<file path="config.mk">
export PLATFORM = sky130hd
export DESIGN_NAME = rr_mux_reg
export DESIGN_NICKNAME = d
export VERILOG_FILES = /design/src/rtl/rr_mux_reg.sv
export SDC_FILE = /design/constraint.sdc
export NUM_CORES = 1
export LEC_CHECK = 0
export ABC_AREA = 0
export CAP_MARGIN = 20
export CORE_ASPECT_RATIO = 0.5
export CORE_MARGIN = 2
export CORE_UTILIZATION = 40
export DETAILED_ROUTE_END_ITERATION = 10
export MAX_ROUTING_LAYER = met4
export PLACE_DENSITY = 0.79
export SETUP_SLACK_MARGIN = 0.3
export SLEW_MARGIN = 20
export SYNTH_ARGS = -nofsm -noshare
export SYNTH_HDL_FRONTEND = slang
export SYNTH_SLANG_ARGS = --single-unit
</file>
<file path="constraint.sdc">
create_clock -name clk -period 2.9 [get_ports clk]
set_clock_uncertainty 0.1 [all_clocks]
set_input_delay 0.87 -clock clk [delete_from_list [all_inputs] [get_ports clk]]
set_output_delay 0.87 -clock clk [all_outputs]
set_load 0.005 [all_outputs]
</file>
<file path="src/rtl/rr_mux_reg.sv">
// Registered N:1 selector with per-channel valid/ready and built-in arbitration.
// Supports round-robin or fixed-priority arbitration, with a one-cycle select-to-output latency.
module rr_mux_reg #(
  parameter int unsigned WIDTH    = 32,
  parameter int unsigned CHANNELS = 4,
  parameter int unsigned SELW     = $clog2(CHANNELS)
) (
  input  logic                      clk,
  input  logic                      rst_n,
  input  logic                      pri_mode,
  input  logic [CHANNELS*WIDTH-1:0] in_data,
  input  logic [CHANNELS-1:0]       in_valid,
  output logic [CHANNELS-1:0]       in_ready,
  output logic [WIDTH-1:0]          out_data,
  output logic [SELW-1:0]           out_sel,
  output logic                      out_valid,
  input  logic                      out_ready
);

  logic [WIDTH-1:0]    out_data_q, out_data_d;
  logic [SELW-1:0]     out_sel_q, out_sel_d;
  logic                out_valid_q, out_valid_d;
  logic [SELW-1:0]     ptr_q, ptr_d;

  logic [SELW-1:0]     thresh;
  logic [SELW-1:0]     grant_idx;
  logic [WIDTH-1:0]    grant_data;
  logic [CHANNELS-1:0] grant;
  logic                found;
  logic                load;

  // Scan indices >= thresh first, then the wrapped-around indices below it.
  // A zero threshold turns this into a plain lowest-index priority encoder.
  always_comb begin
    grant      = '0;
    grant_idx  = '0;
    grant_data = '0;
    found      = 1'b0;
    thresh     = pri_mode ? '0 : ptr_q;
    for (int i = 0; i < CHANNELS; i++) begin
      if (!found && in_valid[i] && (SELW'(i) >= thresh)) begin
        found      = 1'b1;
        grant[i]   = 1'b1;
        grant_idx  = SELW'(i);
        grant_data = in_data[i*WIDTH +: WIDTH];
      end
    end
    for (int i = 0; i < CHANNELS; i++) begin
      if (!found && in_valid[i] && (SELW'(i) < thresh)) begin
        found      = 1'b1;
        grant[i]   = 1'b1;
        grant_idx  = SELW'(i);
        grant_data = in_data[i*WIDTH +: WIDTH];
      end
    end
  end

  assign load     = ~out_valid_q | out_ready;
  assign in_ready = (rst_n && load) ? grant : '0;

  always_comb begin
    out_data_d  = out_data_q;
    out_sel_d   = out_sel_q;
    out_valid_d = out_valid_q;
    ptr_d       = ptr_q;
    if (load) begin
      if (found) begin
        out_data_d  = grant_data;
        out_sel_d   = grant_idx;
        out_valid_d = 1'b1;
        if (!pri_mode) begin
          // Explicit wrap keeps ptr below CHANNELS for non-power-of-two counts.
          ptr_d = (grant_idx == SELW'(CHANNELS - 1)) ? '0 : grant_idx + SELW'(1);
        end
      end else begin
        out_valid_d = 1'b0;
      end
    end
  end

  always_ff @(posedge clk) begin
    if (!rst_n) begin
      out_data_q  <= '0;
      out_sel_q   <= '0;
      out_valid_q <= 1'b0;
      ptr_q       <= '0;
    end else begin
      out_data_q  <= out_data_d;
      out_sel_q   <= out_sel_d;
      out_valid_q <= out_valid_d;
      ptr_q       <= ptr_d;
    end
  end

  assign out_data  = out_data_q;
  assign out_sel   = out_sel_q;
  assign out_valid = out_valid_q;

endmodule

</file>
* Word-level counts from Yosys, hierarchy flattened *
Cells that the tools add are included.

cells by class
  add/sub/neg operators = 1
  $mul = 0
  div/mod/pow operators = 0
  $lt $le $gt $ge = 8
  equality and inequality tests = 1
  shift operators = 0
  mux-type cells = 34
  bitwise gates (word level) = 3
  reductions and logical operators = 25

operator list
  kind                   number
  $mux W32               8
  $mux W1                17
  $logic_and A1 B1 Y1    16
  $mux W2                8
  $logic_not A1 Y1       7
  $ge A1 B2 Y1 const A   2
  $ge A2 B2 Y1 const A   2
  $lt A1 B2 Y1 const A   2
  $lt A2 B2 Y1 const A   2
  $mux W4                1
  $reduce_and A3 Y1      1
  $add A2 B1 Y2 const B  1
  $eq A2 B2 Y1 const B   1
  $not A1 Y1             2
  $reduce_and A2 Y1      1
  $or A1 B1 Y1           1

storage, ports and cells
  flip-flop bits (word level) = 37
  bits in latches = 0
  RAM bits = 0
  ROM bits = 0
  input port bits = 136
  memories kept = 0

* Logic depth before layout (Yosys ltp) *
  depth in word-level cells = 34
  gate-level depth with buffers = 8
  gate-level depth less buffers = 5

* Least setup slack after synthesis *
Ideal clock, no wire load.

  kind = input port to output port
  start point = input in_valid[0]
  end point = output in_ready[1]
  arrival time = 2.113 ns
  data required time = 1.930 ns
  setup slack = -0.183 ns
  stages on the path = 7
  buffers on the path = 3
  cells stage by stage = buf_2 or3_1 o221ai_4 buf_6 buf_2 a31oi_1 nor2_1

on the way
  word-level cells in the longest chain between the ends = 23

ends and longest elaborated chain
  what                               RTL line  source
  start, declared                    12        input logic [CHANNELS-1:0] in_valid,
  $logic_and A1 B1 Y1                41        if (!found && in_valid[i] && (SELW'(i) >= thresh)) begin
  $mux W1                            41
  $logic_not A1 Y1                   41
  $logic_and A1 B1 Y1 (2 in series)  41
  $mux W1                            41
  $logic_not A1 Y1                   41
  $logic_and A1 B1 Y1 (2 in series)  41
  $mux W1                            41
  [3 not listed]                     n/a
  $mux W1                            41
  $logic_not A1 Y1                   49        if (!found && in_valid[i] && (SELW'(i) < thresh)) begin
  $logic_and A1 B1 Y1 (2 in series)  49
  $mux W1                            49
  $logic_not A1 Y1                   49
  $logic_and A1 B1 Y1 (2 in series)  49
  $mux W1 *                          49
  $mux W4 *                          59        assign in_ready = (rst_n && load) ? grant : '0;
  end, declared                      13        output logic [CHANNELS-1:0] in_ready,

Every way passes the cells marked *; elsewhere a longest branch is shown, timed or not.

* Final worst setup path *
Ends and elaborated chain as after synthesis.

==> impl_metrics.ini <==
[clocking]
path_clk_slew_ns = 0.06
cts_max_path_buffers = 2
clk_latency_ns = 0.29
clock-root-buffer = clkbuf_16
cts_buffers = 5
clock-sinks = 37
cts_tree = done
cts.htree.levels = 2
post_cts_buffers = 0

[timing]
slew-limit-headroom = 0.558
fin_crit_ns = 2.89
final.period_utilization = 0.996
fmax_ghz = 0.346
report.final.hold_viol_count = 0
grt_setup_unrepaired = true
setup_ws_ns = 0.0110
drv_slew = 0
tightest_slew_ns = 0.663
setup_viol = 0

[grt]
grt_pass1_vias = 5428
antenna_found_initial = 0
gr-total-overflow = 0
grtUsageTotal = 0.302
grt_max_degree = 39
grt_pass1_wl_um = 27100

[setup_path]
r2r-start = ptr_q[1]
regToRegSetupSlack_ns = 0.65
cp.required_ns = 1.93
rr_endpoint = out_data[7]
worstPathArrival_ns = 1.92
path_class = in2out
start_kind = primary input
crit_fanout = 5
r2r_cells = 7
crit_path_end_kind = output pin

[synth]
synth_ff_type = dfxtp_1
seq_area_frac_synth = 0.179
yosysUniqueCellTypes = 45
syn_avg_cell_area_sq_um = 8.14
syn_nets = 646
synth_edf_count = 0
synthesis.area_sq_um = 4150
synthArstFlopShare = 0
ys_warn_count = 0
synth_cells = 510
synth_seq_cells = 37

[drt]
drtIter0Drc = 586
via_per_inst = 6.59
remaining_drc_errors = 0
drt_pre_antenna_iters = 5
drt_wl_total_um = 17300
avgRoutedWirePerCell_um = 21.5
postRouteAntennaNets = 0
vias = 5304

[layout]
n_antenna_cell = 0
area_growth_pct = 52.9
layout.cells.non_filler = 805
nets = 800
layout-drive-gt1-share = 0.215
n_fill_cell = 871

[pwr]
p_leak_nw = 2.26
cellPowerDensity_nw_per_um2 = 337
ir_worst_vdd_uv = 252

[floorplanning]
core_sq_um = 10100
pin_count = 175
dieArea_sq_um = 11300
initial_core_util = 0.409
fp-row-count = 26
die_w_um = 148
die-height_um = 76.0

[job]
cap_violations = 0

[worst_hold_path]
hp-start = out_sel[1]
hold_path_class = reg2reg
holdPathEnd = out_sel[1]
hold_depth = 1

[place]
hpwlAfterDp_um = 11300
place.port_buffers = 174
gp_congestion = 0.898
place_ws_ns = -0.827
dp.cells = 797

[status]
status = complete, no violations
-- cell usage after synthesis, types with 5 or more instances --
library cell  number  share of area
a211oi_1          34          0.062
a211oi_2          30          0.090
a21oi_1          100           0.12
a32o_1            32          0.077
buf_2             28          0.034
buf_6             10          0.027
clkbuf_1          28          0.025
dfxtp_1           37           0.18
mux2i_1           32          0.077
nand2_1            7         0.0063
nor2_1            68          0.062
o221ai_1           5          0.011
o221ai_2          27          0.098
o22ai_1           32          0.048
-- layout make-up --
type | instances | area, sq um | area share
Clock buffer | 6 | 129 | 0.0203
Clock inverter | 2 | 10.0 | 0.00158
Inverter | 3 | 11.3 | 0.00177
Timing Repair Buffer | 216 | 2130 | 0.336
Sequential cell | 37 | 741 | 0.117
Tap cell | 140 | 175 | 0.0276
Multi-Input combinational cell | 401 | 3150 | 0.496
-- critical path, stage by stage --
cell	delay, ns
buf_8	0.10
or3_4	0.39
o221ai_4	0.11
a31oi_1	0.14
nor2_1	0.17
buf_2	0.14
-- sequential cells by signal, summed over array words and instances, names as in the netlist --
register	cells
out_data	32
out_sel	2
out_valid	1
ptr_q	2
-- worst max path at each step --
stage | start | end | slack [ns] | depth (start not counted)
after floorplan | in_valid[0] | in_ready[1] | -0.02 | 7
after global placement | in_valid[1] | in_ready[2] | -0.81 | 6
after detailed placement | in_valid[1] | in_ready[2] | -0.83 | 6
after CTS | in_valid[0] | in_ready[1] | 0.04 | 6
after global routing | in_valid[0] | in_ready[0] | -0.03 | 6
final | in_valid[0] | in_ready[1] | 0.01 | 6
-- cell families (layout without fill, tap and decap cells) --
family,Yosys count,after routing,share of synthesized area
AO/OA/AOI/OAI,277,277,0.552
buffers and inverters,72,227,0.0926
flip-flops,37,37,0.179
multiplexers,32,32,0.0772
AND/OR/NAND/NOR,92,92,0.0995
-- metrics by stage --
step	cell area (sq um)	hold WS [ns]	setup TNS, ns	utilization	power [mW]
6_report	6340	0.410	0	0.625	2.14
5_1_grt	6340	0.429	-0.0567	0.625	2.22
4_1_cts	6310	0.414	0	0.622	2.11
3_5_place_dp	6110	0.397	-12.15	0.602	1.56
3_3_place_gp	6110	0.395	-10.75	0.602	1.54
2_1_floorplan	4210	0.395	-0.0206	-	1.09
-- what timing repair did --
action                                 CTS  global route
setup endpoints to repair               41            34
hold buffers                             0             0
resized for setup                       50            10
endpoints found under the hold margin    0             0
gates cloned                             0             0
pin swaps                                8             6
-- cell usage in the layout (no fill, tap or decap), drive strengths merged, types with 2 or more instances in the layout --
master and n:
dfxtp 37, o21ai 4, o221ai 33, nand2b 3, a31oi 2, clkbuf 6
clkdlybuf4s50 163, mux2i 32, a32o 32, nor2b 2, nand2 8, or2 2
o211a 2, buf 52, a21oi 100, nor2 69, inv 2, a211oi 64
clkinv 3, o22ai 32, nand3 2
-- layer usage --
layer	global-route usage	up-vias	wire length, um
li1	-	2353	-
met4	0.120	0	444
met5	-	-	0
met2	0.493	344	8340
met3	0.0497	52	1450
met1	0.376	2555	7060
-- where the power goes --
part	internal (mW)	leakage, nW	switching (mW)	total [mW]
clock network	0.317	0.0706	0.240	0.557
registers	0.566	0.307	0.0461	0.612
logic	0.511	1.88	0.462	0.972
Power figures use the tool's default switching activity.
